===== src/rtl/memory_arbiter.sv =====
// Single-port RAM arbiter for the fetch and data paths, with data priority and an access watchdog.
// One RAM access at a time; hits are single-cycle pulses decoded from state registers.
//
// state | meaning
// ------+-------------------------------------------------------------
// IDLE  | no access in flight, picks data over fetch
// BUSY  | RAM strobe asserted, waiting for ramready or watchdog expiry
// RESP  | one-cycle hit to the granted requester, strobes low
module memory_arbiter #(
    parameter int TIMEOUT = 64
) (
    input  logic        CLK,
    input  logic        nRST,
    input  logic        iREN,
    input  logic [31:0] iaddr,
    output logic [31:0] iload,
    output logic        ihit,
    input  logic        dREN,
    input  logic        dWEN,
    input  logic [31:0] daddr,
    input  logic [31:0] dstore,
    output logic [31:0] dload,
    output logic        dhit,
    output logic        ramREN,
    output logic        ramWEN,
    output logic [31:0] ramaddr,
    output logic [31:0] ramstore,
    input  logic [31:0] ramload,
    input  logic        ramready,
    output logic        merr
);
    localparam int CW = $clog2(TIMEOUT + 1);
    localparam logic GNT_INSTR = 1'b0;
    localparam logic GNT_DATA  = 1'b1;
    localparam logic [31:0] BAD_LOAD = 32'hBAD1BAD1;

    typedef enum logic [1:0] {IDLE, BUSY, RESP} state_t;

    state_t        state, next_state;
    logic          gnt;
    logic          wr;
    logic [CW-1:0] cnt;
    logic          tmo;

    assign tmo = (cnt == CW'(TIMEOUT - 1));

    always_ff @(posedge CLK or negedge nRST) begin
        if (!nRST) state <= IDLE;
        else       state <= next_state;
    end

    always_comb begin
        next_state = state;
        case (state)
            IDLE:    if (dREN || dWEN || iREN) next_state = BUSY;
            BUSY:    if (ramready || tmo)      next_state = RESP;
            RESP:    next_state = IDLE;
            default: next_state = IDLE;
        endcase
    end

    always_comb begin
        ramREN = 1'b0;
        ramWEN = 1'b0;
        ihit   = 1'b0;
        dhit   = 1'b0;
        case (state)
            BUSY: begin
                ramWEN = wr;
                ramREN = !wr;
            end
            RESP: begin
                ihit = (gnt == GNT_INSTR);
                dhit = (gnt == GNT_DATA);
            end
            default: ;
        endcase
    end

    // Address/data latched once at grant so requester changes during BUSY cannot leak to the RAM.
    always_ff @(posedge CLK or negedge nRST) begin
        if (!nRST) begin
            iload    <= '0;
            dload    <= '0;
            ramaddr  <= '0;
            ramstore <= '0;
            gnt      <= GNT_INSTR;
            wr       <= 1'b0;
            cnt      <= '0;
            merr     <= 1'b0;
        end else begin
            case (state)
                IDLE: begin
                    if (dREN || dWEN) begin
                        ramaddr  <= daddr;
                        ramstore <= dstore;
                        gnt      <= GNT_DATA;
                        wr       <= dWEN;
                        cnt      <= '0;
                    end else if (iREN) begin
                        ramaddr <= iaddr;
                        gnt     <= GNT_INSTR;
                        wr      <= 1'b0;
                        cnt     <= '0;
                    end
                end
                BUSY: begin
                    if (ramready) begin
                        if (!wr) begin
                            if (gnt == GNT_DATA) dload <= ramload;
                            else                 iload <= ramload;
                        end
                    end else if (tmo) begin
                        if (!wr) begin
                            if (gnt == GNT_DATA) dload <= BAD_LOAD;
                            else                 iload <= BAD_LOAD;
                        end
                        merr <= 1'b1;
                    end else begin
                        cnt <= cnt + 1'b1;
                    end
                end
                default: ;
            endcase
        end
    end
endmodule

===== config.mk =====
export PLATFORM = sky130hd
export DESIGN_NAME = memory_arbiter
export DESIGN_NICKNAME = d
export VERILOG_FILES = /design/src/rtl/memory_arbiter.sv
export SDC_FILE = /design/constraint.sdc
export NUM_CORES = 1
export LEC_CHECK = 0
export BUFFER_PORTS_ARGS = -buffer_cell sky130_fd_sc_hd__clkbuf_2
export CAP_MARGIN = 20
export CORE_MARGIN = 5
export CORE_UTILIZATION = 42
export CTS_CLUSTER_SIZE = 8
export DETAILED_ROUTE_END_ITERATION = 10
export PLACE_DENSITY = 0.76
export SYNTH_ARGS = -nofsm -noshare
export SYNTH_HDL_FRONTEND = slang
export SYNTH_SLANG_ARGS = --single-unit

===== constraint.sdc =====
create_clock -name CLK -period 1.6 [get_ports CLK]
set_input_delay 0.16 -clock CLK [delete_from_list [all_inputs] [get_ports CLK]]
set_output_delay 0.16 -clock CLK [all_outputs]
set_load 0.01 [all_outputs]

==> metrics.txt <==
outcome=completed; row count=42; DR vias/cell=between 5 and 6; Synth area leaders=dfrtp_1 61%, mux2_2 6.6%, mux2i_1 5.5%, a32o_1 4.8%, a2bb2oi_1 3.9%; Post-Synthesis Cells=approximately 440; clock share of power=approximately 25%; HP Class=in -> reg; DRC viols=0; routed via count=around 4900; Clock Skew=~0.0086 ns; H-tree Lvls=4; post-synth top area share=between 60% and 70%; pwr dens=approximately 1800 nW/um^2; syn_nets=between 500 and 600; Clock Latency Late Sink=approximately 0.41 ns; RePlAce Congestion=approximately 0.85; register area share after synthesis=approximately three fifths; CP required=1.92 ns; Synth Area in Adders=0.216%; CP Launch Type=flip-flop; Syn-to-layout area delta=49.4%; 1st-pass router iterations=6; cell area after synthesis=approximately 5800 sq um; Synth Area in Compound Gates=between 10% and 20%; Post-synth EDFFs=0; Die Y=roughly 130 um; post-place setup slack=-0.258 ns; Critical Path Sink Type=flip-flop; total routed wirelength=~17000 um; post-synth top area cell=dfrtp_1; power share of the combinational group=~36%; setup TNS=0 ns; total power=16.0 mW; Worst Tran Pin Value=~0.61 ns; Reg area=about 3500 sq um; Ports=267; period utilisation layout=~100%; Net Switching=approximately 5.3 mW; DP HPWL=approximately 12000 um; WS Path Type=reg -> reg; Sink Count=140; Routed wire per std cell=around 18 um; core area=13300 sq um; Initial Util=between 40% and 50%; Sw Ratio=between 30% and 40%; mux cell area share after synthesis=about an eighth; Commonest cells post-synth=140 x dfrtp_1, 41 x nand2_1, 37 x o21ai_0, 34 x mux2_2, 32 x mux2i_1; initial DRC count=211; clk buf depth=2; Setup Viol. Count Final=0; layout cells sized above 1=52.2%; largest family of logic cells by synthesized area=compound AO/OA/AOI/OAI gates; Hold Vio Cnt, Final=0; Max Fclk=~630 MHz; VDD IR max=872 uV; clk root buf=clkbuf_16; total global routing overflow=0; CP max FO=18; Die Width=127 um; worst setup margin=0.000492 ns; normalized max-slew margin=59.1%; initial antenna violation count=0; vias in the first global route=roughly 5200; Fillers=about 1000; internal power=~11 mW; Post-synth ARST share=between 90% and 100%; gr usage total=a little over a fifth; most frequent cell after synthesis=dfrtp_1; Yosys Warn Count=0; NumNets Final=~890; Ant. Diodes=0; Reg clk slew, reported paths=0.05 ns; Max-cap violations=0; Tmin final=approximately 1.6 ns; die area=~16000 sq um; simple-gate portion of the synthesized area=between 7 and 8%; FF+latch count, synth=140; multi-input combinational cell area=roughly 2300 sq um; Reg power frac=around two fifths; crit path DAT=between 1.5 and 2 ns; leak pwr=around 4.2 nW; post-route ant nets=0; XOR/XNOR share of the synthesized area=0%; Synth Flop Type=dfrtp_1; TritonCTS clock tree=yes; mean post-synth cell area=around 13 sq um; first-pass GRT wire length=approximately 27000 um; unrepaired setup endpoints after global routing=yes; max-slew violations=0; total CTS buffers=17; largest net degree at the start of global routing=between 60 and 70; Netlist cell types=39; I/O Buffers=roughly 270
## critical path, cell delays in order, from the launching register on
cell and delay (ns):
dfrtp_1 0.36, ha_2 0.18, nand4b_1 0.14, nor2_4 0.14
buf_6 0.13, o21a_1 0.16, buf_12 0.18, a2bb2oi_1 0.20
## cell families (layout without fill, tap and decap cells)
logic type                 after synthesis  count (layout)
adders and majority gates                1               1
muxes                                   66              66
DFF                                    140             140
AOI/OAI and AO/OA                      117             117
buffers and inverters                   35             359
and+or+nand+nor                         84              84
## cells in the final DEF (no fill, tap or decap), types with 3 or more instances in the layout
cell type      netlist  layout
buf_6                1       6
bufinv_16            0       4
clkbuf_16            0      18
dfrtp_1            140     139
mux2i_1             32      32
dlygate4sd3_1        0      33
clkbuf_2             0     263
a2bb2oi_1           26       5
and3_1               3       3
buf_12               0       7
nand2_1             41      40
mux2_2              34      34
nor2b_1             18      18
o21ai_0             37      36
nor2_1              10       8
buf_4                4      17
a32o_1              28      28
a2bb2oi_2           10      31
clkbuf_1            14       4
## registers in the layout (all words and copies together) (netlist names)
| register | cells |
|---|---|
| dload | 32 |
| iload | 32 |
| ramaddr | 32 |
| ramstore | 32 |
| cnt | 7 |
| state | 2 |
| gnt | 1 |
| merr | 1 |
| wr | 1 |
## power groups by stage
| stage | combinational, mW | sequential (mW) | clock, mW |
|---|---|---|---|
| global route | 6.20 | 6.38 | 4.29 |
| floorplan | 2.13 | 6.72 | 0 |
| finish | 5.72 | 6.19 | 4.05 |
| CTS | 5.52 | 6.13 | 4.15 |
| global placement | 5.21 | 6.07 | 0 |
| detailed placement | 5.42 | 6.14 | 0 |
## routing by layer
layer  vias up  track usage [%]  wire length (um)
met5         -                0                 0
met4         0             8.26               397
met3        30             5.68              1300
met2       233             35.8              8830
met1      2388             25.3              6620
li1       2252                -                 -
## worst paths after layout
check                             from          end  slack [ns]  cells past startpoint
setup reg to reg                cnt[1]     dload[0]      0.0005                      7
hold / removal             ramload[18]    iload[18]        0.02                      2
setup / recovery                cnt[1]     dload[0]      0.0005                      7
max in group asynchronous         nRST  ramstore[8]        0.76                      3
hold reg to reg             ramaddr[3]   ramaddr[3]        0.48                      2
min in group asynchronous         nRST    iload[19]        0.23                      2
## stage by stage
stage          cell area [sq um]  util, %  hold slack [ns]  instances
2_1_floorplan               5790        -           -0.136        443
3_3_place_gp                7470     56.0           0.0917        876
3_5_place_dp                7470     56.0           0.0977        876
4_1_cts                     8440     63.2          0.00253        940
5_1_grt                     8640     64.7           0.0209        943
6_report                    8640     64.7           0.0246        943
## layout make-up
cell class | count | area share [%]
clock buffers | 23 | 5.42
clock inverters | 7 | 1.61
inverters | 2 | 0.0869
multi-input cells | 268 | 26.5
flip-flops and latches | 140 | 40.6
well taps | 176 | 2.55
repair buffers | 327 | 23.2
## timing repair
item | 4_1_cts | 5_1_grt
pin swaps | 1 | 3
buffers inserted | 1 | 1
setup endpoints to repair | 20 | 70
endpoints found under the hold margin | 70 | 0
hold buffers | 33 | 0
gates cloned | 0 | 2
resized for setup | 6 | 31
Note: power is estimated with default switching activity, not from simulation.
